$ cat src/rtl/player_missile.sv
// player_missile: single-missile launcher for the invaders playfield.
//   Launches from the ship on a fire-button edge, climbs MISSILE_STEP pixels
//   per frame tick, signals a one-cycle hit to one alien on overlap, exposes
//   its pixel mask for the color mapper and keeps a saturating hit counter.
// Ports:
//   Clk, Reset_n (async, active-low)    clock / reset
//   frame_clk                           vsync-rate strobe, async, edge-detected here
//   fire                                fire button level
//   ship_x/ship_y, alien_x_pos/y_pos    sprite centres
//   alien_dead                          suppresses collision
//   DrawX/DrawY                         current raster pixel
//   is_hit                              one-cycle hit pulse to the alien
//   is_missile                          current pixel is missile (combinational)
//   missile_active                      missile in flight
//   missile_x/missile_y                 missile centre
//   hit_count                           hits, saturating at 255
module player_missile #(
  parameter int MISSILE_STEP    = 8,
  parameter int LAUNCH_OFFSET   = 16,
  parameter int Y_MIN           = 8,
  parameter int HIT_HALF_W      = 11,
  parameter int HIT_HALF_H      = 9,
  parameter int COOLDOWN_FRAMES = 4
) (
  input  logic       Clk,
  input  logic       Reset_n,
  input  logic       frame_clk,
  input  logic       fire,
  input  logic [9:0] ship_x,
  input  logic [9:0] ship_y,
  input  logic [9:0] alien_x_pos,
  input  logic [9:0] alien_y_pos,
  input  logic       alien_dead,
  input  logic [9:0] DrawX,
  input  logic [9:0] DrawY,
  output logic       is_hit,
  output logic       is_missile,
  output logic       missile_active,
  output logic [9:0] missile_x,
  output logic [9:0] missile_y,
  output logic [7:0] hit_count
);

  localparam logic [1:0] IDLE     = 2'd0;
  localparam logic [1:0] FLIGHT   = 2'd1;
  localparam logic [1:0] COOLDOWN = 2'd2;

  localparam int CW = $clog2(COOLDOWN_FRAMES + 1);
  localparam logic [CW-1:0]      CD_LAST  = CW'(COOLDOWN_FRAMES - 1);
  localparam logic [9:0]         LAUNCH_W = 10'(LAUNCH_OFFSET);
  localparam logic signed [10:0] STEP_S   = 11'(MISSILE_STEP);
  localparam logic signed [10:0] YMIN_S   = 11'(Y_MIN);
  localparam logic signed [10:0] HW_S     = 11'(HIT_HALF_W);
  localparam logic signed [10:0] HH_S     = 11'(HIT_HALF_H);

  logic [1:0]    state;
  logic [CW-1:0] cd_cnt;
  logic [1:0]    frame_pipe;  // [0] synchroniser stage, [1] its delayed copy
  logic          frame_tick;
  logic          fire_d;
  logic          fire_edge;

  // ---- edge detection -------------------------------------------------------
  // frame_clk is asynchronous, so it gets one sampling flop before the edge
  // detector; fire is treated as already synchronous.
  always_ff @(posedge Clk or negedge Reset_n) begin
    if (!Reset_n) begin
      frame_pipe <= '0;
      frame_tick <= 1'b0;
      fire_d     <= 1'b0;
      fire_edge  <= 1'b0;
    end else begin
      frame_pipe <= {frame_pipe[0], frame_clk};
      frame_tick <= frame_pipe[0] & ~frame_pipe[1];
      fire_d     <= fire;
      fire_edge  <= fire & ~fire_d;
    end
  end

  // ---- signed geometry (11-bit so nothing wraps at 0/1023) ------------------
  logic signed [10:0] dx_hit, dy_hit, adx_hit, ady_hit;
  logic signed [10:0] next_y;
  logic signed [10:0] dx_pix, dy_pix;
  logic               collide;
  logic [9:0]         launch_y;

  always_comb begin
    dx_hit  = $signed({1'b0, missile_x}) - $signed({1'b0, alien_x_pos});
    dy_hit  = $signed({1'b0, missile_y}) - $signed({1'b0, alien_y_pos});
    adx_hit = (dx_hit < 0) ? -dx_hit : dx_hit;
    ady_hit = (dy_hit < 0) ? -dy_hit : dy_hit;
    collide = !alien_dead && (adx_hit <= HW_S) && (ady_hit <= HH_S);
    next_y  = $signed({1'b0, missile_y}) - STEP_S;
    // clamp spawn to the top row rather than wrapping below zero
    launch_y = (ship_y < LAUNCH_W) ? 10'd0 : ship_y - LAUNCH_W;
    dx_pix  = $signed({1'b0, DrawX}) - $signed({1'b0, missile_x});
    dy_pix  = $signed({1'b0, DrawY}) - $signed({1'b0, missile_y});
  end

  assign missile_active = (state == FLIGHT);
  // 3 wide (x-1..x+1) by 8 tall (y-4..y+3)
  assign is_missile = missile_active &&
                      (dx_pix >= -11'sd1) && (dx_pix <= 11'sd1) &&
                      (dy_pix >= -11'sd4) && (dy_pix <= 11'sd3);

  // ---- flight FSM ------------------------------------------------------------
  always_ff @(posedge Clk or negedge Reset_n) begin
    if (!Reset_n) begin
      state     <= IDLE;
      cd_cnt    <= '0;
      is_hit    <= 1'b0;
      missile_x <= '0;
      missile_y <= '0;
      hit_count <= '0;
    end else begin
      is_hit <= 1'b0;
      case (state)
        IDLE: begin
          if (fire_edge) begin
            missile_x <= ship_x;
            missile_y <= launch_y;
            state     <= FLIGHT;
          end
        end
        FLIGHT: begin
          // collision outranks a same-cycle frame step
          if (collide) begin
            is_hit <= 1'b1;
            if (hit_count != 8'hFF) hit_count <= hit_count + 8'd1;
            cd_cnt <= '0;
            state  <= COOLDOWN;
          end else if (frame_tick) begin
            if (next_y <= YMIN_S) begin
              cd_cnt <= '0;
              state  <= COOLDOWN;
            end else begin
              missile_y <= next_y[9:0];
            end
          end
        end
        COOLDOWN: begin
          if (frame_tick) begin
            if (cd_cnt == CD_LAST) state <= IDLE;
            else                   cd_cnt <= cd_cnt + CW'(1);
          end
        end
        default: state <= IDLE;
      endcase
    end
  end

endmodule

$ cat config.mk
export PLATFORM = sky130hd
export DESIGN_NAME = player_missile
export DESIGN_NICKNAME = d
export VERILOG_FILES = /design/src/rtl/player_missile.sv
export SDC_FILE = /design/constraint.sdc
export NUM_CORES = 1
export LEC_CHECK = 0
export BUFFER_PORTS_ARGS = -buffer_cell sky130_fd_sc_hd__buf_2
export CAP_MARGIN = 40
export CORE_MARGIN = 5
export CORE_UTILIZATION = 44
export DETAILED_ROUTE_END_ITERATION = 7
export PLACE_DENSITY = 0.67
export SYNTH_ARGS = -nofsm -noshare
export SYNTH_HDL_FRONTEND = slang
export SYNTH_SLANG_ARGS = --single-unit
$ cat constraint.sdc
create_clock -name Clk -period 7.88 [get_ports Clk]
set_clock_uncertainty 0.2 [all_clocks]
set_input_delay 1.182 -clock Clk [delete_from_list [all_inputs] [get_ports Clk]]
set_output_delay 1.182 -clock Clk [all_outputs]
set_load 0.02 [all_outputs]
=== Word-level counts from Yosys, hierarchy flattened ===
Cells that the tools add are included.

* Equal/unequal tests: 13
* Bitwise logic cells: 4
* $lt $le $gt $ge: 10
* Add/sub/neg operators: 10
* Multiplexer cells: 23
* Reduce and logical (&&, ||, !) cells: 15

{| class="wikitable"
|+ Operators by type and width
! operator !! count
|-
| $mux W10 || 5
|-
| $sub A10 B10 Y11 || 4
|-
| $le A11 B5 Y1 const B || 3
|-
| $lt A11 B1 Y1 const B || 2
|-
| $mux W11 || 2
|-
| $neg A11 Y11 || 2
|-
| $pmux W10 S2 || 1
|-
| $mux W3 || 5
|-
| $reduce_and A5 Y1 || 3
|-
| $mux W2 || 6
|-
| $ne A2 B2 Y1 const B || 6
|-
| $ge A11 B1 Y1 const B || 1
|-
| $ge A11 B3 Y1 const B || 1
|-
| $le A11 B2 Y1 const B || 1
|-
| $le A11 B3 Y1 const B || 1
|-
| $sub A10 B4 Y11 const B || 1
|-
| $lt A10 B5 Y1 const B || 1
|-
| $sub A10 B5 Y10 const B || 1
|-
| $add A8 B1 Y8 const B || 1
|-
| $ne A8 B8 Y1 const B || 1
|-
| $logic_and A1 B1 Y1 || 6
|-
| $ne A3 B1 Y1 const B || 2
|-
| $pmux W2 S3 || 1
|-
| $pmux W3 S2 || 1
|-
| 13 further kinds || 17
|}

* Logic and storage cells: 85
* Register bits: 39
* Output and inout port bits: 31
* Bits of input ports: 65

=== Depth between registers and ports, before layout ===
Gate-level depths: netlist (run 1).

* Depth in word-level cells: 8
* Depth in mapped cells: 17
* Depth with buffers taken out: 16

=== Worst setup path after synthesis (run 1) ===
OpenSTA, ideal clock, no wires.

* Path kind: input to output
* Start point: input DrawY[0]
* End point: output is_missile
* Data required time: 6498 ps
* Setup slack: 2744 ps
* Stages: 14
* Buffers on the path: 0
* Data arrival time: 3754 ps
* Cell sequence: inv_1 ha_1 inv_1 fa_1 a21o_1 a21oi_1 o21ai_0 a21oi_1 o21bai_1 a21oi_1 xor2_1 nand2_1 or4_1 a22oi_1

* Word-level cells in the longest chain between the ends: 4
* Elaborated cells on any way between the ends: 5
* Those cells by class: 1 x add/sub; 2 x order compare; 2 x reduce/logical

{| class="wikitable"
|+ RTL lines
! item !! line !! text
|-
| from (decl) || 35 || <nowiki>input logic [9:0] DrawY,</nowiki>
|-
| $sub A10 B10 Y11 (*) || 97 || <nowiki>dy_pix = $signed({1'b0, DrawY}) - $signed({1'b0, missile_y});</nowiki>
|-
| $ge A11 B3 Y1 || 104 || <nowiki>(dy_pix >= -11'sd4) && (dy_pix <= 11'sd3);</nowiki>
|-
| $logic_and A1 B1 Y1 || 103 || <nowiki>(dx_pix >= -11'sd1) && (dx_pix <= 11'sd1) &&</nowiki>
|-
| $logic_and A1 B1 Y1 (*) || 104 ||
|-
| to (decl) || 37 || <nowiki>output logic is_missile,</nowiki>
|}

Every way passes the cells marked *; elsewhere a longest branch is shown, timed or not.

=== Worst setup path after layout (run 1) ===
* Start point: input DrawX[0]
* End point: output is_missile

* Word-level cells in the longest chain between the ends: 6
* Elaborated cells on any way between the ends: 7
* Those cells by class: 1 x add/sub; 2 x order compare; 4 x reduce/logical

{| class="wikitable"
|+ RTL lines
! item !! line !! text
|-
| from (decl) || 34 || <nowiki>input logic [9:0] DrawX,</nowiki>
|-
| $sub A10 B10 Y11 (*) || 96 || <nowiki>dx_pix = $signed({1'b0, DrawX}) - $signed({1'b0, missile_x});</nowiki>
|-
| $ge A11 B1 Y1 || 103 ||
|-
| $logic_and A1 B1 Y1 || 102 || <nowiki>assign is_missile = missile_active &&</nowiki>
|-
| $logic_and A1 B1 Y1 (*) (2 in a row) || 103 ||
|-
| $logic_and A1 B1 Y1 (*) || 104 ||
|}

Marked as above.

==> impl_metrics.csv, run 1 <==
group,metric,value,unit
outcome,outcome,"finished, final reports clean",
layout,fin_util,51.9,%
power,pwr-share-comb,77.3,%
sta,setup_tns,0,ps
cts,cts_buffers,5,
layout,finalNetCount,790,
cts,tritoncts,"built",
sta,period_needed,5480,ps
job,cap_violations,0,
sta,hold_viol,0,
routing,wl_per_cell,15.6,um
layout,multi_input_area,0.00337,mm^2
sta,fmax,0.182,GHz
routing,viasPerCell,5.76,
power,p_clk_share,6.9,%
logic_synthesis,synthCells,583,
power,p_int,986,uW
layout,register_area,976,um^2
worst_setup_path,path_max_fanout,2,
worst_hold_path,hold_start,"frame_pipe[0]",
sta,post-route-period-util,69.5,%
worst_setup_path,ff2ff_path_depth,16,
die,num_rows,37,
routing,routed_wl,12600,um
layout,final_cell_mix,"buf_2, inv_1, ha_1, nand2_1",
cts,root_buffer,"clkbuf_8",
placed_design,dp.cells,802,
power,pwr-share-seq,15.7,%
power,powerDensity,397,mW/mm^2
worst_setup_path,cp-start-kind,"primary input",
global_route,grt_max_degree,27,
global_route,antenna_found_initial,0,
sta,fin_ws,2400,ps
die,ios,96,
die,die_w,113,um
global_route,track_usage,19.8,%
global_route,grt_pass1_vias,4587,
die,placeableCoreArea,0.0104,mm^2
sta,setup_viol,0,
worst_hold_path,hp-class,"flip-flop to flip-flop",
cts,numClockSinks,39,
layout,drive_above_1_share,19.4,%
worst_setup_path,endpoint_kind,"output port",
routing,ant_nets,0,
cts,holdBufCountCts,0,
sta,worst_pin_slew,839,ps
worst_setup_path,r2r_start,"missile_y[0]",
placed_design,io_buffers,95,
worst_setup_path,worst-r2r-setup-slack,3340,ps
logic_synthesis,yosysWarnings,0,
logic_synthesis,netlist_area,0.00468,mm^2
routing,vias,4668,
worst_setup_path,worstPathArrival,4100,ps
die,start_util,45.1,%
cts,cts_resized,0,
die,dieHeight,113,um
worst_setup_path,crit_type,"primary input to output port",
logic_synthesis,synth_edf_count,0,
cts,clock_latency,310,ps
routing,firstDrtPassIters,5,
logic_synthesis,syn_area_per_cell,8.03,um^2
logic_synthesis,ys_types,84,
global_route,grt.overflow.total,0,
layout,fill_cells,1020,
logic_synthesis,synth-async-reset-ratio,100,%
placed_design,hpwl,10400,um
power,sw_frac_of_total,53.9,%
sta,maxSlewHeadroom,43.6,%
logic_synthesis,ys_seq_area_share,20.9,%
routing,drt_iter0_drc,242,
sta,drv_slew,0,
layout,diodes,0,
global_route,grt_pass1_wl,21200,um
layout,final_common_cell,"buf_2",
sta,rsz0062_at_grt,"no",
cts,cts_max_path_buffers,2,
placed_design,dp_slack,2400,ps
cts,path_clk_slew,90,ps
die,die_area,0.0128,mm^2
logic_synthesis,synth_ff_type,"dfrtp_1",
cts,cts_setup_buffers,0,
logic_synthesis,synth_fp_nets,700,
layout,fin_cells,810,
logic_synthesis,yosys_register_bits,39,
routing,drc,0,
worst_hold_path,min_path_cells,0,
cts,htree_levels,2,
worst_setup_path,cp.required,6500,ps
power,vdd_drop_max,0.163,mV
layout,area_delta_synth_final,15.0,%
power,power_switching,1.15,mW
worst_hold_path,holdPathEnd,"frame_pipe[1]",
worst_setup_path,r2r_end,"hit_count[6]",
power,p_leak,2.58,nW
placed_design,gp_congestion,0.924,
metrics by stage:
stage | total power, mW | instance area (um^2) | hold WS (ps)
floorplan | 1.62 | 4680 | 147
global placement | 1.91 | 5240 | 155
detailed placement | 1.97 | 5290 | 155
CTS | 2.13 | 5380 | 178
global route | 2.36 | 5380 | 203
finish | 2.14 | 5380 | 172
power groups by stage:
stage,registers (mW),logic [mW],clock network [mW]
3_3_place_gp,0.337,1.58,0
4_1_cts,0.336,1.64,0.152
2_1_floorplan,0.378,1.24,0
6_report,0.336,1.65,0.148
3_5_place_dp,0.340,1.63,0
5_1_grt,0.346,1.85,0.163
layer usage:
metal | up-vias | routed length (um) | global-route usage (%)
met3 | 36 | 552 | 2.57
met4 | 0 | 464 | 8.65
met2 | 131 | 6090 | 33.1
li1 | 2299 | - | -
met1 | 2202 | 5520 | 25.7
met5 | - | 0 | 0
worst max-delay path by stage:
stage / startpoint / endpoint / cells past startpoint
floorplan: DrawY[0] / is_missile / 14
global placement: DrawY[0] / is_missile / 16
detailed placement: DrawX[0] / is_missile / 16
CTS: DrawX[0] / is_missile / 16
global route: DrawX[0] / is_missile / 16
finish: DrawX[0] / is_missile / 16
cell usage after synthesis (all sizes together), types with 4 or more instances:
cell type | number | area [um^2]
dfrtp | 39 | 976
a21boi | 4 | 30.0
buf | 8 | 58.8
nor3b | 5 | 37.5
xor2 | 18 | 158
nor2b | 9 | 56.3
a21o | 6 | 45.0
nand3 | 17 | 85.1
o21a | 8 | 60.1
and3 | 6 | 37.5
or3 | 6 | 42.5
a31oi | 4 | 25.0
mux2 | 4 | 52.6
nand2 | 47 | 176
o21ai | 40 | 204
fa | 4 | 80.1
a21oi | 33 | 165
ha | 48 | 601
o211ai | 6 | 45.0
or2 | 5 | 31.3
a211oi | 10 | 85.1
inv | 68 | 255
o22ai | 9 | 82.6
and2 | 4 | 25.0
nor2 | 39 | 146
o31ai | 4 | 40.0
xnor2 | 18 | 158
nand2b | 9 | 56.3
nor3 | 22 | 110
clkbuf | 6 | 22.5
nand4 | 7 | 43.8
nor4 | 6 | 52.6
layout make-up:
cell class	instances	share of cell area, %
multi-input combinational	462	62.6
sequential	39	18.1
timing repair buffer	97	9.63
inverter	68	4.74
tap	136	3.16
clock buffer	5	1.28
clock inverter	3	0.465
registers in the layout, indices dropped and copies added, names as in the netlist:
name / cells
cd_cnt: 3
fire_d: 1
fire_edge: 1
frame_pipe: 2
frame_tick: 1
hit_count: 8
is_hit: 1
missile_x: 10
missile_y: 10
state: 2
logic make-up (layout without fill, tap and decap cells):
| group | count (synthesis) | in the layout | share of synthesized area [%] |
|---|---|---|---|
| adders and majority gates | 52 | 52 | 14.5 |
| xor gates and xnor gates | 36 | 36 | 6.74 |
| muxes | 7 | 7 | 1.84 |
| and+or+nand+nor | 201 | 201 | 22.9 |
| buffers and inverters | 82 | 173 | 7.19 |
| DFF | 39 | 39 | 20.9 |
| AOI/OAI and AO/OA | 166 | 166 | 25.9 |
critical path, cell delays in order:
cell and delay (ps):
buf_2 90, inv_1 50, ha_1 160, inv_1 60
fa_1 400, a21o_1 170, a21oi_1 210, o21ai_0 120
a21oi_1 260, o21bai_1 90, a21oi_1 230, xnor2_1 120
a2111oi_0 380, nand4_1 180, a22oi_1 210, buf_2 200
(Power assumes the default switching activity.)
==> inputs of run 2 (changes only) <==
- clock period: 7.88 -> 5.6 ns (I/O delays scaled with it)
==> run 2 against run 1 <==
Against the previous run:
- sequential share of layout area barely moved
- count of clock-buffer cells in the layout rose by 2
- final cell count rose by 0.25%
- non-clock buffer count rose by 1
- utilization barely moved
- clock power rose by 24%
- worst hold slack improved by 2.2 ps
- first-iteration DRC count fell by 20%
- sequential power rose by 41%
- worst setup slack got worse by 1600 ps
- critical path depth did not move
- largest cell class unchanged
- largest power group unchanged
==> impl_metrics.csv, run 2 (synthesized netlist as in run 1, its figures left out) <==
group,metric,value,unit
outcome,outcome,"finished, final reports clean",
die,die_area,0.0128,mm^2
cts,cts_resized,0,
global_route,grt.overflow.total,0,
worst_setup_path,endpoint_kind,"output port",
power,pwr-share-comb,77.9,%
sta,setup_tns,0,ps
die,ios,96,
layout,area_delta_synth_final,14.9,%
power,power_switching,1.60,mW
routing,drc,0,
layout,finalNetCount,791,
power,p_clk_share,6.2,%
die,num_rows,37,
cts,cts_setup_buffers,0,
placed_design,dp_slack,627,ps
sta,worst_pin_slew,712,ps
worst_setup_path,cp.required,4560,ps
sta,fin_hold_ws,175,ps
sta,post-route-period-util,85.1,%
sta,hold_viol,0,
routing,wl_per_cell,15.4,um
power,pwr-share-seq,15.9,%
sta,fmax,0.210,GHz
cts,numClockSinks,39,
layout,final_common_cell,"buf_2",
cts,root_buffer,"clkbuf_8",
cts,holdBufCountCts,0,
sta,rsz0062_at_grt,"no",
worst_hold_path,hp-class,"flip-flop to flip-flop",
cts,tritoncts,"built",
routing,viasPerCell,5.67,
worst_setup_path,path_max_fanout,2,
cts,htree_levels,2,
cts,cts_max_path_buffers,2,
routing,firstDrtPassIters,5,
worst_setup_path,cp-start-kind,"primary input",
routing,ant_nets,0,
global_route,grt_pass1_vias,4491,
sta,fin_ws,837,ps
layout,drive_above_1_share,19.3,%
cts,path_clk_slew,70,ps
die,start_util,45.1,%
global_route,track_usage,19.5,%
power,powerDensity,554,mW/mm^2
routing,routed_wl,12500,um
worst_setup_path,worstPathArrival,3720,ps
placed_design,hpwl,10400,um
sta,setup_viol,0,
power,p_int,1.38,mW
global_route,grt_pass1_wl,20900,um
cts,cts_buffers,5,
die,placeableCoreArea,0.0104,mm^2
routing,drt_iter0_drc,193,
cts,clock_latency,290,ps
die,dieHeight,113,um
global_route,grt_max_degree,27,
power,p_leak,2.58,nW
routing,vias,4603,
layout,reg_top3,"missile_x x10, missile_y x10, hit_count x8",
sta,maxSlewHeadroom,52.3,%
layout,fill_cells,1019,
sta,period_needed,4760,ps
placed_design,io_buffers,95,
power,sw_frac_of_total,53.5,%
power,vdd_drop_max,0.253,mV
worst_setup_path,crit_type,"primary input to output port",
placed_design,gp_congestion,0.932,
layout,final_cell_mix,"buf_2, inv_1, ha_1, nand2_1",
sta,drv_slew,0,
job,cap_violations,0,
die,die_w,113,um
global_route,antenna_found_initial,1,
run 2: cell count changes in the layout (fill, tap and decap cells not counted):
cell	before	now
clkinv_4	2	0
clkinvlp_4	1	0
buf_4	0	1
clkbuf_1	0	2
clkinv_2	0	1
diode_2	0	1
run 2: cell type report:
class / count / area [um^2] / share of cell area, %
timing repair buffer: 98 / 526 / 9.77
inverter: 68 / 255 / 4.75
tap: 136 / 170 / 3.16
clock inverter: 1 / 5.00 / 0.0931
sequential: 39 / 976 / 18.1
clock buffer: 7 / 76.3 / 1.42
antenna: 1 / 2.50 / 0.0465
multi-input combinational: 462 / 3370 / 62.6
run 2: final timing paths:
path	from	endpoint	slack (ps)	cells after the start
setup / recovery	DrawX[0]	is_missile	840	16
min in group asynchronous	Reset_n	missile_x[7]	310	1
hold reg to reg	frame_pipe[0]	frame_pipe[1]	170	0
max in group asynchronous	Reset_n	hit_count[5]	4420	2
setup reg to reg	missile_y[0]	hit_count[6]	1030	16
hold / removal	frame_pipe[0]	frame_pipe[1]	170	0
run 2: worst max-delay path, stage by stage:
cell and delay, ps:
buf_2 100, inv_1 50, ha_1 160, inv_1 50, fa_1 400, a21o_1 190, a21oi_1 220, o21ai_0 110
a21oi_1 220, o21bai_1 80, a21oi_1 230, xnor2_1 130, a2111oi_0 390, nand4_1 180, a22oi_1 170, buf_2 190
run 2: per-layer routing:
layer,global-route usage (%),up-vias,share of wire [%]
met5,0,-,0
met3,2.35,23,5.0
met4,5.93,0,2.3
li1,-,2307,-
met2,34.0,134,49
met1,25.1,2139,44
run 2: power by group through the flow:
stage / logic [mW] / registers (mW) / clock network (mW)
floorplan: 1.75 / 0.531 / 0
global placement: 2.23 / 0.476 / 0
detailed placement: 2.29 / 0.479 / 0
CTS: 2.31 / 0.473 / 0.192
global route: 2.59 / 0.489 / 0.204
finish: 2.32 / 0.474 / 0.184
run 2: per-stage QoR:
stage,power (mW),cell area [um^2],instances,utilization [%]
2_1_floorplan,2.28,4680,583,-
3_3_place_gp,2.70,5250,801,50.6
3_5_place_dp,2.77,5290,803,51.0
4_1_cts,2.97,5380,811,51.8
5_1_grt,3.28,5380,812,51.9
6_report,2.98,5380,812,51.9
==> inputs of run 3 (changes only) <==
- clock period: 5.6 -> 6.1 ns (I/O delays scaled with it)
==> run 3 against run 2 <==
Against the previous run:
- combinational power is 8% lower
- utilization is 0.060 points lower
- clock power is 5% lower
- critical path depth stayed put
- wire length is 1.5% lower
- worst setup slack better by 330 ps
- worst hold slack worse by 2.3 ps
- count of clock-buffer cells in the layout is 1 lower
==> impl_metrics.csv, run 3 (synthesized netlist as in run 1, its figures left out) <==
group,metric,value,unit
cts,cts_max_path_buffers,2,
cts,root_buffer,"clkbuf_8",
sta,post-route-period-util,80.9,%
worst_setup_path,path_max_fanout,2,
cts,htree_levels,2,
placed_design,dp.cells,802,
layout,area_delta_synth_final,14.8,%
routing,ant_nets,0,
cts,numClockSinks,39,
job,cap_violations,0,
worst_hold_path,hp-class,"flip-flop to flip-flop",
placed_design,io_buffers,95,
sta,period_needed,4930,ps
worst_setup_path,max_stage_delay,410,ps
cts,tritoncts,"built",
die,die_area,0.0128,mm^2
placed_design,gp_congestion,0.937,
cts,cts_buffers,5,
layout,fill_cells,1059,
routing,firstDrtPassIters,5,
placed_design,dp_slack,1040,ps
worst_setup_path,cp_common_cell,"a21oi_1",
routing,vias,4616,
global_route,grt_max_degree,27,
sta,setup_viol,0,
die,start_util,45.1,%
power,vdd_drop_max,0.206,mV
sta,maxSlewHeadroom,48.7,%
cts,clock_latency,290,ps
worst_setup_path,endpoint_kind,"output port",
power,pwr-share-seq,15.9,%
layout,register_area,976,um^2
power,p_clk_share,6.3,%
power,p_leak,2.58,nW
placed_design,hpwl,10200,um
die,num_rows,37,
global_route,grt.overflow.total,0,
worst_setup_path,cp.required,4980,ps
worst_setup_path,worstPathArrival,3820,ps
sta,drv_slew,0,
worst_setup_path,ff2ff_path_depth,16,
layout,reg_top3,"missile_x x10, missile_y x10, hit_count x8",
routing,drc,0,
die,die_w,113,um
cts,path_clk_slew,80,ps
cts,holdBufCountCts,0,
routing,drt_iter0_drc,161,
cts,cts_resized,0,
layout,drive_above_1_share,19.3,%
power,p_int,1.27,mW
global_route,grt_pass1_wl,20200,um
sta,setup_tns,0,ps
layout,final_common_cell,"buf_2",
layout,fin_cells,810,
worst_hold_path,hold_start,"frame_pipe[0]",
sta,worst_pin_slew,764,ps
routing,viasPerCell,5.70,
global_route,antenna_found_initial,0,
die,ios,96,
routing,routed_wl,12300,um
sta,fin_ws,1170,ps
worst_setup_path,r2r_start,"missile_y[0]",
global_route,grt_pass1_vias,4478,
worst_setup_path,r2r_end,"hit_count[6]",
power,pwr-share-comb,77.7,%
power,sw_frac_of_total,53.5,%
sta,rsz0062_at_grt,"no",
die,placeableCoreArea,0.0104,mm^2
power,power_switching,1.46,mW
layout,final_cell_mix,"buf_2, inv_1, ha_1, nand2_1",
layout,finalNetCount,790,
routing,wl_per_cell,15.2,um
outcome,outcome,"finished, final reports clean",
cts,cts_setup_buffers,0,
worst_setup_path,crit_type,"primary input to output port",
worst_setup_path,worst-r2r-setup-slack,1520,ps
worst_hold_path,min_path_cells,0,
worst_setup_path,cp_slowest_cell,"or4_1",
layout,diodes,0,
worst_hold_path,holdPathEnd,"frame_pipe[1]",
worst_setup_path,cp-start-kind,"primary input",
worst_setup_path,crit_chain,"buf_2, inv_1, ha_1, inv_1, fa_1, a21o_1, a21oi_1, o21ai_0, a21oi_1, o21bai_1, a21oi_1, xor2_1, nand2_1, or4_1, a22oi_1, buf_2",
power,powerDensity,509,mW/mm^2
sta,fmax,0.203,GHz
layout,multi_input_area,0.00337,mm^2
global_route,track_usage,18.7,%
die,dieHeight,113,um
sta,hold_viol,0,
==> run 3: changes by cell type in the layout (fill, tap and decap cells not counted), sizes merged <==
| cell | before | now |
|---|---|---|
| clkinvlp | 0 | 1 |
| diode | 1 | 0 |
| clkbuf | 7 | 6 |
| buf | 98 | 97 |
==> run 3: area by class of cell <==
class	count	area share, %
Clock inverter	2	0.233
Timing Repair Buffer	97	9.64
Tap cell	136	3.17
Sequential cell	39	18.2
Clock buffer	6	1.35
Inverter	68	4.75
Multi-Input combinational cell	462	62.7
==> run 3: power by group through the flow <==
stage | sequential [mW] | combinational, mW | clock, mW
after global placement | 0.438 | 2.04 | 0
final | 0.435 | 2.13 | 0.174
after floorplan | 0.488 | 1.60 | 0
after detailed placement | 0.442 | 2.09 | 0
after CTS | 0.436 | 2.11 | 0.180
after global routing | 0.451 | 2.36 | 0.194
==> run 3: critical path: cells and delay by family <==
family / cells / cell delay, ps
AOI/OAI and AO/OA: 7 / 1210
adders and majority gates: 2 / 570
and+or+nand+nor: 2 / 480
buffers and inverters: 4 / 420
xor gates and xnor gates: 1 / 220
==> run 3: worst max path at each step <==
stage	from	slack [ps]	end	depth (start not counted)
after floorplan	DrawY[0]	1500	is_missile	14
after global placement	alien_y_pos[0]	1170	hit_count[1]	16
after detailed placement	alien_y_pos[0]	1040	hit_count[6]	16
after CTS	DrawY[0]	1150	is_missile	16
after global routing	DrawY[0]	940	is_missile	16
final	DrawY[0]	1170	is_missile	16
==> run 3: layer usage <==
layer	up-vias	wire (um)	track usage [%]	part of all wire, %
met2	126	6000	33.2	49
met3	20	486	2.14	3.9
met4	0	272	5.37	2.2
met5	-	0	0	0
li1	2307	-	-	-
met1	2163	5560	23.9	45
==> run 3: stage by stage <==
stage / hold WS (ps) / cell area, um^2 / total power, mW / util [%]
global route: 184 / 5370 / 3.01 / 51.8
global placement: 154 / 5240 / 2.48 / 50.6
floorplan: 147 / 4680 / 2.09 / -
finish: 172 / 5370 / 2.74 / 51.8
detailed placement: 159 / 5290 / 2.53 / 51.0
CTS: 178 / 5370 / 2.72 / 51.8
